**src/rtl/mincore_fetch_pkg.sv**
```systemverilog
// Shared definitions for the mincore fetch front end: state encodings, PC step, default reset PC.
// The align-check feature is selected with MINCORE_FETCH_ALIGN_CHECK_EN.
package mincore_fetch_pkg;

    localparam int MINCORE_FETCH_STATE_W = 1;

    typedef enum logic [MINCORE_FETCH_STATE_W-1:0] {
        RUN   = 1'b0,
        FAULT = 1'b1
    } fetch_state_t;

    localparam int          PC_INC           = 4;
    localparam logic [31:0] DEFAULT_RESET_PC = 32'h0000_0000;

endpackage

```
**src/rtl/mincore_fetch_fifo.sv**
```systemverilog
// Synchronous FIFO with wrap-bit pointers, flush and occupancy count.
// Flush takes priority over push and pop in the same cycle.
module mincore_fetch_fifo #(
    parameter int WIDTH = 32,
    parameter int DEPTH = 4
) (
    input  logic                     clk,
    input  logic                     rst,
    input  logic                     flush,
    input  logic                     push,
    input  logic [WIDTH-1:0]         push_data,
    input  logic                     pop,
    output logic [WIDTH-1:0]         head_data,
    output logic [$clog2(DEPTH):0]   count,
    output logic                     empty,
    output logic                     full
);

    localparam int PTR_W = $clog2(DEPTH);

    logic [PTR_W:0]   wr_ptr;
    logic [PTR_W:0]   rd_ptr;
    logic [WIDTH-1:0] mem [DEPTH];
    logic             do_push;
    logic             do_pop;

    assign empty     = (wr_ptr == rd_ptr);
    assign full      = (wr_ptr[PTR_W] != rd_ptr[PTR_W]) &&
                       (wr_ptr[PTR_W-1:0] == rd_ptr[PTR_W-1:0]);
    assign count     = wr_ptr - rd_ptr;
    assign do_push   = push && !full;
    assign do_pop    = pop && !empty;
    assign head_data = mem[rd_ptr[PTR_W-1:0]];

    always_ff @(posedge clk or posedge rst) begin
        if (rst) begin
            wr_ptr <= '0;
            rd_ptr <= '0;
        end else if (flush) begin
            wr_ptr <= '0;
            rd_ptr <= '0;
        end else begin
            if (do_push) wr_ptr <= wr_ptr + 1'b1;
            if (do_pop)  rd_ptr <= rd_ptr + 1'b1;
        end
    end

    // Storage needs no reset: entries are only visible between the pointers.
    always_ff @(posedge clk) begin
        if (do_push && !flush) mem[wr_ptr[PTR_W-1:0]] <= push_data;
    end

endmodule

```
**src/rtl/mincore_fetch.sv**
```systemverilog
// Instruction-fetch front end: issues imem requests, queues returned words with their PCs,
// and flushes/drops stale data on redirect. Optional MINCORE_FETCH_ALIGN_CHECK_EN adds fetch_fault.
module mincore_fetch
    import mincore_fetch_pkg::*;
#(
    parameter int                ADDR_W   = 32,
    parameter int                DATA_W   = 32,
    parameter logic [ADDR_W-1:0] RESET_PC = ADDR_W'(DEFAULT_RESET_PC),
    parameter int                DEPTH    = 4
) (
    input  logic              clk,
    input  logic              rst,
    output logic              imem_req_valid,
    input  logic              imem_req_ready,
    output logic [ADDR_W-1:0] imem_req_addr,
    input  logic              imem_rsp_valid,
    input  logic [DATA_W-1:0] imem_rsp_rdata,
    output logic              inst_valid,
    input  logic              inst_ready,
    output logic [DATA_W-1:0] inst_data,
    output logic [ADDR_W-1:0] inst_pc,
    input  logic              redirect_valid,
    input  logic [ADDR_W-1:0] redirect_pc,
    output logic              fetch_fault
);

    localparam int CNT_W   = $clog2(DEPTH) + 1;
    localparam int ENTRY_W = DATA_W + ADDR_W;

    fetch_state_t       state;
    logic [ADDR_W-1:0]  fetch_pc;
    logic [ADDR_W-1:0]  redirect_target;
    logic [ADDR_W-1:0]  pcq_head;
    logic [CNT_W-1:0]   outstanding;
    logic [CNT_W-1:0]   drop_cnt;
    logic [CNT_W-1:0]   fifo_count;
    logic [CNT_W-1:0]   pcq_count;
    logic [CNT_W:0]     occupancy;
    logic [ENTRY_W-1:0] head;
    logic               fire;
    logic               accept_rsp;
    logic               inst_pop;
    logic               fifo_empty;
    logic               fifo_full;
    logic               pcq_empty;
    logic               pcq_full;

`ifdef MINCORE_FETCH_ALIGN_CHECK_EN
    logic fault;
    logic misaligned;
    assign redirect_target = redirect_pc;
    assign misaligned      = (redirect_pc[1:0] != 2'b00);
    assign fetch_fault     = fault;
`else
    assign redirect_target = redirect_pc & ~ADDR_W'(3);
    assign fetch_fault     = 1'b0;
`endif

    // Requests already in flight count against the FIFO space their data will need.
    assign occupancy      = {1'b0, fifo_count} + {1'b0, outstanding};
    assign imem_req_valid = !rst && (state == RUN) && !redirect_valid &&
                            (occupancy < (CNT_W+1)'(DEPTH));
    assign imem_req_addr  = fetch_pc;
    assign fire           = imem_req_valid && imem_req_ready;
    assign accept_rsp     = imem_rsp_valid && (drop_cnt == '0) && !redirect_valid &&
                            (state == RUN);

    assign inst_valid = !fifo_empty;
    assign inst_pop   = inst_valid && inst_ready && !redirect_valid;
    assign inst_data  = inst_valid ? head[ADDR_W +: DATA_W] : '0;
    assign inst_pc    = inst_valid ? head[ADDR_W-1:0] : '0;

    mincore_fetch_fifo #(.WIDTH(ENTRY_W), .DEPTH(DEPTH)) u_inst_fifo (
        .clk       (clk),
        .rst       (rst),
        .flush     (redirect_valid),
        .push      (accept_rsp),
        .push_data ({imem_rsp_rdata, pcq_head}),
        .pop       (inst_pop),
        .head_data (head),
        .count     (fifo_count),
        .empty     (fifo_empty),
        .full      (fifo_full)
    );

    mincore_fetch_fifo #(.WIDTH(ADDR_W), .DEPTH(DEPTH)) u_pc_queue (
        .clk       (clk),
        .rst       (rst),
        .flush     (redirect_valid),
        .push      (fire),
        .push_data (fetch_pc),
        .pop       (accept_rsp),
        .head_data (pcq_head),
        .count     (pcq_count),
        .empty     (pcq_empty),
        .full      (pcq_full)
    );

    always_ff @(posedge clk or posedge rst) begin
        if (rst) begin
            state       <= RUN;
            fetch_pc    <= RESET_PC;
            outstanding <= '0;
            drop_cnt    <= '0;
`ifdef MINCORE_FETCH_ALIGN_CHECK_EN
            fault       <= 1'b0;
`endif
        end else begin
            outstanding <= outstanding + CNT_W'(fire) - CNT_W'(imem_rsp_valid);
            if (redirect_valid) begin
                // Everything still in flight (minus this cycle's return) is stale.
                fetch_pc <= redirect_target;
                drop_cnt <= outstanding - CNT_W'(imem_rsp_valid);
`ifdef MINCORE_FETCH_ALIGN_CHECK_EN
                if (misaligned) begin
                    state <= FAULT;
                    fault <= 1'b1;
                end else begin
                    state <= RUN;
                    fault <= 1'b0;
                end
`endif
            end else begin
                if (fire) fetch_pc <= fetch_pc + ADDR_W'(PC_INC);
                if (imem_rsp_valid && (drop_cnt != '0)) drop_cnt <= drop_cnt - 1'b1;
            end
        end
    end

    a_rsp_has_outstanding: assert property (@(posedge clk) disable iff (rst)
        imem_rsp_valid |-> (outstanding != '0));
    a_accept_has_room: assert property (@(posedge clk) disable iff (rst)
        accept_rsp |-> (!fifo_full && !pcq_empty));
    a_fire_has_room: assert property (@(posedge clk) disable iff (rst)
        fire |-> !pcq_full);
    a_counts_bounded: assert property (@(posedge clk) disable iff (rst)
        (pcq_count <= outstanding) && (outstanding <= CNT_W'(DEPTH)));

endmodule
```
**config.mk**
```make
export PLATFORM = sky130hd
export DESIGN_NAME = mincore_fetch
export DESIGN_NICKNAME = d
export VERILOG_FILES = /design/src/rtl/mincore_fetch_pkg.sv /design/src/rtl/mincore_fetch_fifo.sv /design/src/rtl/mincore_fetch.sv
export SDC_FILE = /design/constraint.sdc
export NUM_CORES = 1
export LEC_CHECK = 0
export ABC_AREA = 1
export CORE_MARGIN = 3
export CORE_UTILIZATION = 60
export DETAILED_ROUTE_END_ITERATION = 7
export GPL_TIMING_DRIVEN = 0
export MAX_ROUTING_LAYER = met4
export PLACE_DENSITY_LB_ADDON = 0.2
export SLEW_MARGIN = 15
export SYNTH_ARGS = -nofsm -noshare
export SYNTH_HDL_FRONTEND = slang
export SYNTH_HIERARCHICAL = 1
export SYNTH_SLANG_ARGS = --single-unit
export TNS_END_PERCENT = 20
```
**constraint.sdc**
```tcl
create_clock -name clk -period 2.37 [get_ports clk]
set_input_delay 0.3555 -clock clk [delete_from_list [all_inputs] [get_ports clk]]
set_output_delay 0.3555 -clock clk [all_outputs]
set_load 0.005 [all_outputs]
```
# Word-level counts from Yosys, hierarchy flattened
# Memory sizes are Yosys's and may differ from the RTL's.
# Cells that the tools add are included.
dict set report word_totals {
  ff_bits 50
  latch_bits 0
  mem_bits_rw 384
  mem_bits_ro 0
  inputBits 70
  out_inout_bits 99
  word_cells 78
  mem_count 2
}
# name depth word_bits rd rd_ports_with_merged_regs wr line
set mem_list {}
lappend mem_list {u_inst_fifo.mem 4 64 1 0 1 mincore_fetch_fifo.sv:23} ;# logic [WIDTH-1:0] mem [DEPTH];
lappend mem_list {u_pc_queue.mem 4 32 1 0 1 mincore_fetch_fifo.sv:23}
dict set report op_classes {
  n_addsub 11
  n_mul 0
  div_mod_pow 0
  order_cmp 1
  n_eq_ne 6
  shift 0
  muxes 18
  bitwise 1
  n_reduce_logical 32
}
# operator count
set op_table {}
lappend op_table {{$mux W32} 4}
lappend op_table {{$add A32 B3 Y32 const B} 1}
lappend op_table {{$mux W3} 10}
lappend op_table {{$logic_and A1 B1 Y1} 18}
lappend op_table {{$add A3 B1 Y3 const B} 4}
lappend op_table {{$reduce_bool A2 Y1} 6}
lappend op_table {{$eq A3 B3 Y1} 2}
lappend op_table {{$logic_not A1 Y1} 6}
lappend op_table {{$sub A3 B1 Y3} 2}
lappend op_table {{$add A3 B3 Y4} 1}
lappend op_table {{$eq A2 B2 Y1} 2}
lappend op_table {{$lt A4 B3 Y1 const B} 1}
lappend op_table {{$mux W1} 4}
lappend op_table {{$add A3 B1 Y3} 1}
lappend op_table {{$logic_not A3 Y1} 1}
lappend op_table {{$reduce_bool A3 Y1} 1}
lappend op_table {{$sub A3 B1 Y3 const B} 1}
lappend op_table {{$sub A3 B3 Y3} 1}
lappend op_table {{$ne A1 B1 Y1} 2}
lappend op_table {{$not A1 Y1} 1}

# Depth between registers and ports, before layout
dict set report depth {
  depth_word 9
  depth_mapped 15
}

# By module
# Netlist, hierarchy kept.
# module n_inst cells_each area_per_inst_um2 seq_area_each_um2
set by_module_without_submodules {}
lappend by_module_without_submodules {{mincore_fetch_fifo (u_inst_fifo)} 1 691 9998.3 7837.5}
lappend by_module_without_submodules {{mincore_fetch_fifo (u_pc_queue)} 1 381 5255.0 3993.8}
lappend by_module_without_submodules {mincore_fetch 1 271 1686.6 750.7}

# Worst setup path after synthesis
# No wires, ideal clock.
dict set report synth_timing {
  path_type {register -> output}
  from {register u_inst_fifo.rd_ptr[1]}
  to {output port inst_data[10]}
  arrival_ns 1.712
  slack_ns 0.303
  path_stages_with_launch 12
  path_cell_list {dfrtp_1 inv_2 buf_4 buf_2 ha_1 nand2_1 inv_1 nand3_1 inv_1 buf_2 buf_2 nor2_1}
}
dict set report synth_via {
  elab_chain_cells 2
  elab_cells_between_ends 3
  classes_between {eq/ne (1); mux (1); memory (1)}
}
# element line
set synth_lines {}
lappend synth_lines {{from (decl)} mincore_fetch_fifo.sv:22} ;# logic [PTR_W:0] rd_ptr;
lappend synth_lines {{from (signal assigned)} mincore_fetch_fifo.sv:44} ;# if (do_pop) rd_ptr <= rd_ptr + 1'b1;
lappend synth_lines {{$eq A3 B3 Y1} mincore_fetch_fifo.sv:27} ;# assign empty = (wr_ptr == rd_ptr);
lappend synth_lines {{via fifo_empty} mincore_fetch.sv:43} ;# logic fifo_empty;
lappend synth_lines {{$mux W32} mincore_fetch.sv:70} ;# assign inst_data = inst_valid ? head[ADDR_W +: DATA_W] : '0;
lappend synth_lines {{to (decl)} mincore_fetch.sv:20} ;# output logic [DATA_W-1:0] inst_data,
# The timed path passes the listed nets, and every way through them passes these cells.

# Final worst setup path
dict set report layout_timing {
  from {register u_inst_fifo.rd_ptr[1]}
  to {output port inst_pc[3]}
}
dict set report layout_via {
  elab_chain_cells 2
  elab_cells_between_ends 3
  classes_between {eq/ne (1); mux (1); memory (1)}
}
# element line
set layout_lines {}
lappend layout_lines {{$eq A3 B3 Y1} mincore_fetch_fifo.sv:27}
lappend layout_lines {{via fifo_empty} mincore_fetch.sv:43}
lappend layout_lines {{$mux W32} mincore_fetch.sv:71} ;# assign inst_pc = inst_valid ? head[ADDR_W-1:0] : '0;
lappend layout_lines {{to (decl)} mincore_fetch.sv:21} ;# output logic [ADDR_W-1:0] inst_pc,
# The timed path passes the listed nets, and every way through them passes these cells.

==> flow_metrics.tcl <==
set metrics [dict create \
    status "finished, violations left" \
    violations "max-slew violations, negative setup slack" \
    reg2reg_slack_ns 0.28 \
    pwr-share-seq_pct 50.1 \
    ys_warn_count 8 \
    cts_max_level 2 \
    power.total_uw 17600 \
    rsz0062_at_grt "yes" \
    route.detailed.drc 0 \
    initialDrtViolationCount 1387 \
    grt_max_degree 65 \
    clock_skew_ns 0.0205 \
    power-per-cell-area_mw_per_mm2 841 \
    internal_power_uw 13500 \
    clock_sinks 426 \
    numCtsBuffers 40 \
    n_antenna_cell 0 \
    syn_area_mm2 0.0168 \
    fillers 1634 \
    dpl.hpwl_mm 22.8 \
    maxSlewHeadroom_pct -322 \
    drt_first_pass_iters 6 \
    die_w_um 174 \
    cts.clk_slew.worst_paths_ns 0.06 \
    leakagePower_uw 0.00805 \
    postRouteAntennaNets 0 \
    timing.final.crit_share_pct 116 \
    overflow 0 \
    routed_wl_mm 40.1 \
    grt_pass1_vias 11306 \
    power_switching_uw 4030 \
    vdd_drop_max_mv 0.659 \
    min_path_type "in -> async" \
    whs_ns 0.248 \
    cp.arrival_ns 2.38 \
    required_ns 2.01 \
    dieHeight_um 174 \
    cap_violations 0 \
    r2r-start "u_inst_fifo/rd_ptr[1]$_DFFE_PP0P_" \
    num_rows 60 \
    clock.fmax_mhz 365 \
    place_congestion 0.869 \
    hold_violations 0 \
    syn_area_per_cell_um2 12.7 \
    finalSetupViolCount 65 \
    p_comb_share_pct 12.1 \
    vias_per_cell 5.72 \
    p_clk_share_pct 37.8 \
    areaGrowthSynthToFinish_pct 24.0 \
    ff_latch_area_mm2 0.0126 \
    drive_gt1_share_pct 14.4 \
    cts-root-buf "clkbuf_16" \
    insertion_delay_ns 0.54 \
    dr_total_vias 11350 \
    antenna_found_initial 0 \
    die-area_mm2 0.0301 \
    post-route-min-period_ns 2.74 \
    cts_tree "yes" \
    cp_max_fo 5 \
    grt_pass1_wl_mm 60.4 \
    track_usage_pct 26.3 \
    multi_input_area_mm2 0.00363 \
    final-max-slew-violation-count 392 \
    path_class "reg -> out" \
    port_buffers 160 \
    crit_path_end_kind "output port" \
    design_area_mm2 0.0209 \
    synthCells 1330 \
    swShare_pct 22.9 \
    floorplan.io_pins 169 \
    wire_per_inst_um 20.2 \
    start_util_pct 61.8 \
    worst_pin_slew_ns 6.30 \
    reg2regPathDepth 15 \
    fin_ws_ns -0.367 \
    clk_path_buf_depth 3 \
    place_area_mm2 0.0190 \
    core_mm2 0.0273 \
    r2r_end "u_inst_fifo/rd_ptr[0]$_DFFE_PP0P_" \
    startpoint_type "flop" \
    nets 1667 \
]
==> stage by stage <==
stage	TNS, ns	cells	worst slack, ns	util (%)
2_1_floorplan	0	1355	0.319	-
3_3_place_gp	-41.20	1887	-0.855	69.8
3_5_place_dp	-41.39	1887	-0.852	69.8
4_1_cts	-17.13	1978	-0.307	76.5
5_1_grt	-22.34	1984	-0.414	76.7
6_report	-18.98	1984	-0.367	76.7
==> critical path, stage by stage, from the launching register on <==
cell,delay (ns)
dfrtp_1,0.41
inv_2,0.07
buf_8,0.12
buf_8,0.11
ha_4,0.25
nand2_2,0.04
inv_2,0.07
nand3_4,0.10
inv_8,0.13
buf_12,0.15
buf_12,0.12
buf_12,0.11
nor2_4,0.03
buf_2,0.12
==> power groups by stage <==
stage | combinational (uW) | clock, uW | sequential (uW)
after detailed placement | 1790 | 0 | 8940
after CTS | 1980 | 6680 | 8790
final | 2130 | 6630 | 8810
after global routing | 2290 | 6990 | 8830
after global placement | 1740 | 0 | 8930
after floorplan | 934 | 0 | 8900
==> how the worst max path moves through the flow <==
| stage | startpoint | end | slack (ns) | cells after the start |
|---|---|---|---|---|
| global placement | u_inst_fifo/rd_ptr[1]$_DFFE_PP0P_ | inst_pc[14] | -0.85 | 12 |
| global route | u_inst_fifo/rd_ptr[1]$_DFFE_PP0P_ | inst_pc[10] | -0.41 | 12 |
| finish | u_inst_fifo/rd_ptr[1]$_DFFE_PP0P_ | inst_pc[3] | -0.37 | 13 |
| floorplan | u_inst_fifo/rd_ptr[1]$_DFFE_PP0P_ | inst_data[10] | 0.32 | 11 |
| detailed placement | u_inst_fifo/rd_ptr[1]$_DFFE_PP0P_ | inst_pc[14] | -0.85 | 12 |
| CTS | u_inst_fifo/rd_ptr[1]$_DFFE_PP0P_ | inst_pc[31] | -0.31 | 12 |
==> flip-flops by register name, indices dropped and copies added (netlist names) <==
name	count
u_inst_fifo/rd_ptr	3
u_inst_fifo/wr_ptr	3
u_pc_queue/rd_ptr	3
u_pc_queue/mem	128
u_inst_fifo/mem	256
imem_req_addr	30
u_pc_queue/wr_ptr	3
==> per-layer routing <==
layer | part of all wire (%) | vias up | global-route usage, %
met1 | 39 | 5532 | 32.6
met2 | 52 | 564 | 45.0
li1 | - | 5175 | -
met5 | 0 | - | -
met3 | 7.0 | 79 | 3.24
met4 | 2.1 | 0 | 9.45
==> repair_timing <==
item                                    4_1_cts  5_1_grt
endpoints found under the setup margin       68       65
gates resized for setup                     249       52
gates cloned                                  3        5
buffers inserted                             17        3
pin swaps                                    11        9
hold buffers                                  0        0
==> final cells by class <==
type | instances | area share (%)
timing repair buffer | 188 | 8.59
tap | 372 | 2.23
sequential | 426 | 60.2
inverter | 96 | 1.77
multi-input combinational | 752 | 17.4
clock buffer | 50 | 5.32
clock inverter | 21 | 1.26
buffer | 79 | 3.20
==> placed cells by master, fill, tap and decap left out, drive strengths merged <==
cell type,instances
inv,96
edfxtp,384
clkinvlp,1
ha,14
nand3,18
clkinv,14
bufinv,6
dlygate4sd2,9
clkdlybuf4s15,13
clkbuf,103
buf,97
nand2,125
nor2,269
conb,26
dfrtp,42
clkdlybuf4s50,95
o22ai,96
nand4,12
o21ai,192
(Power assumes the default switching activity.)
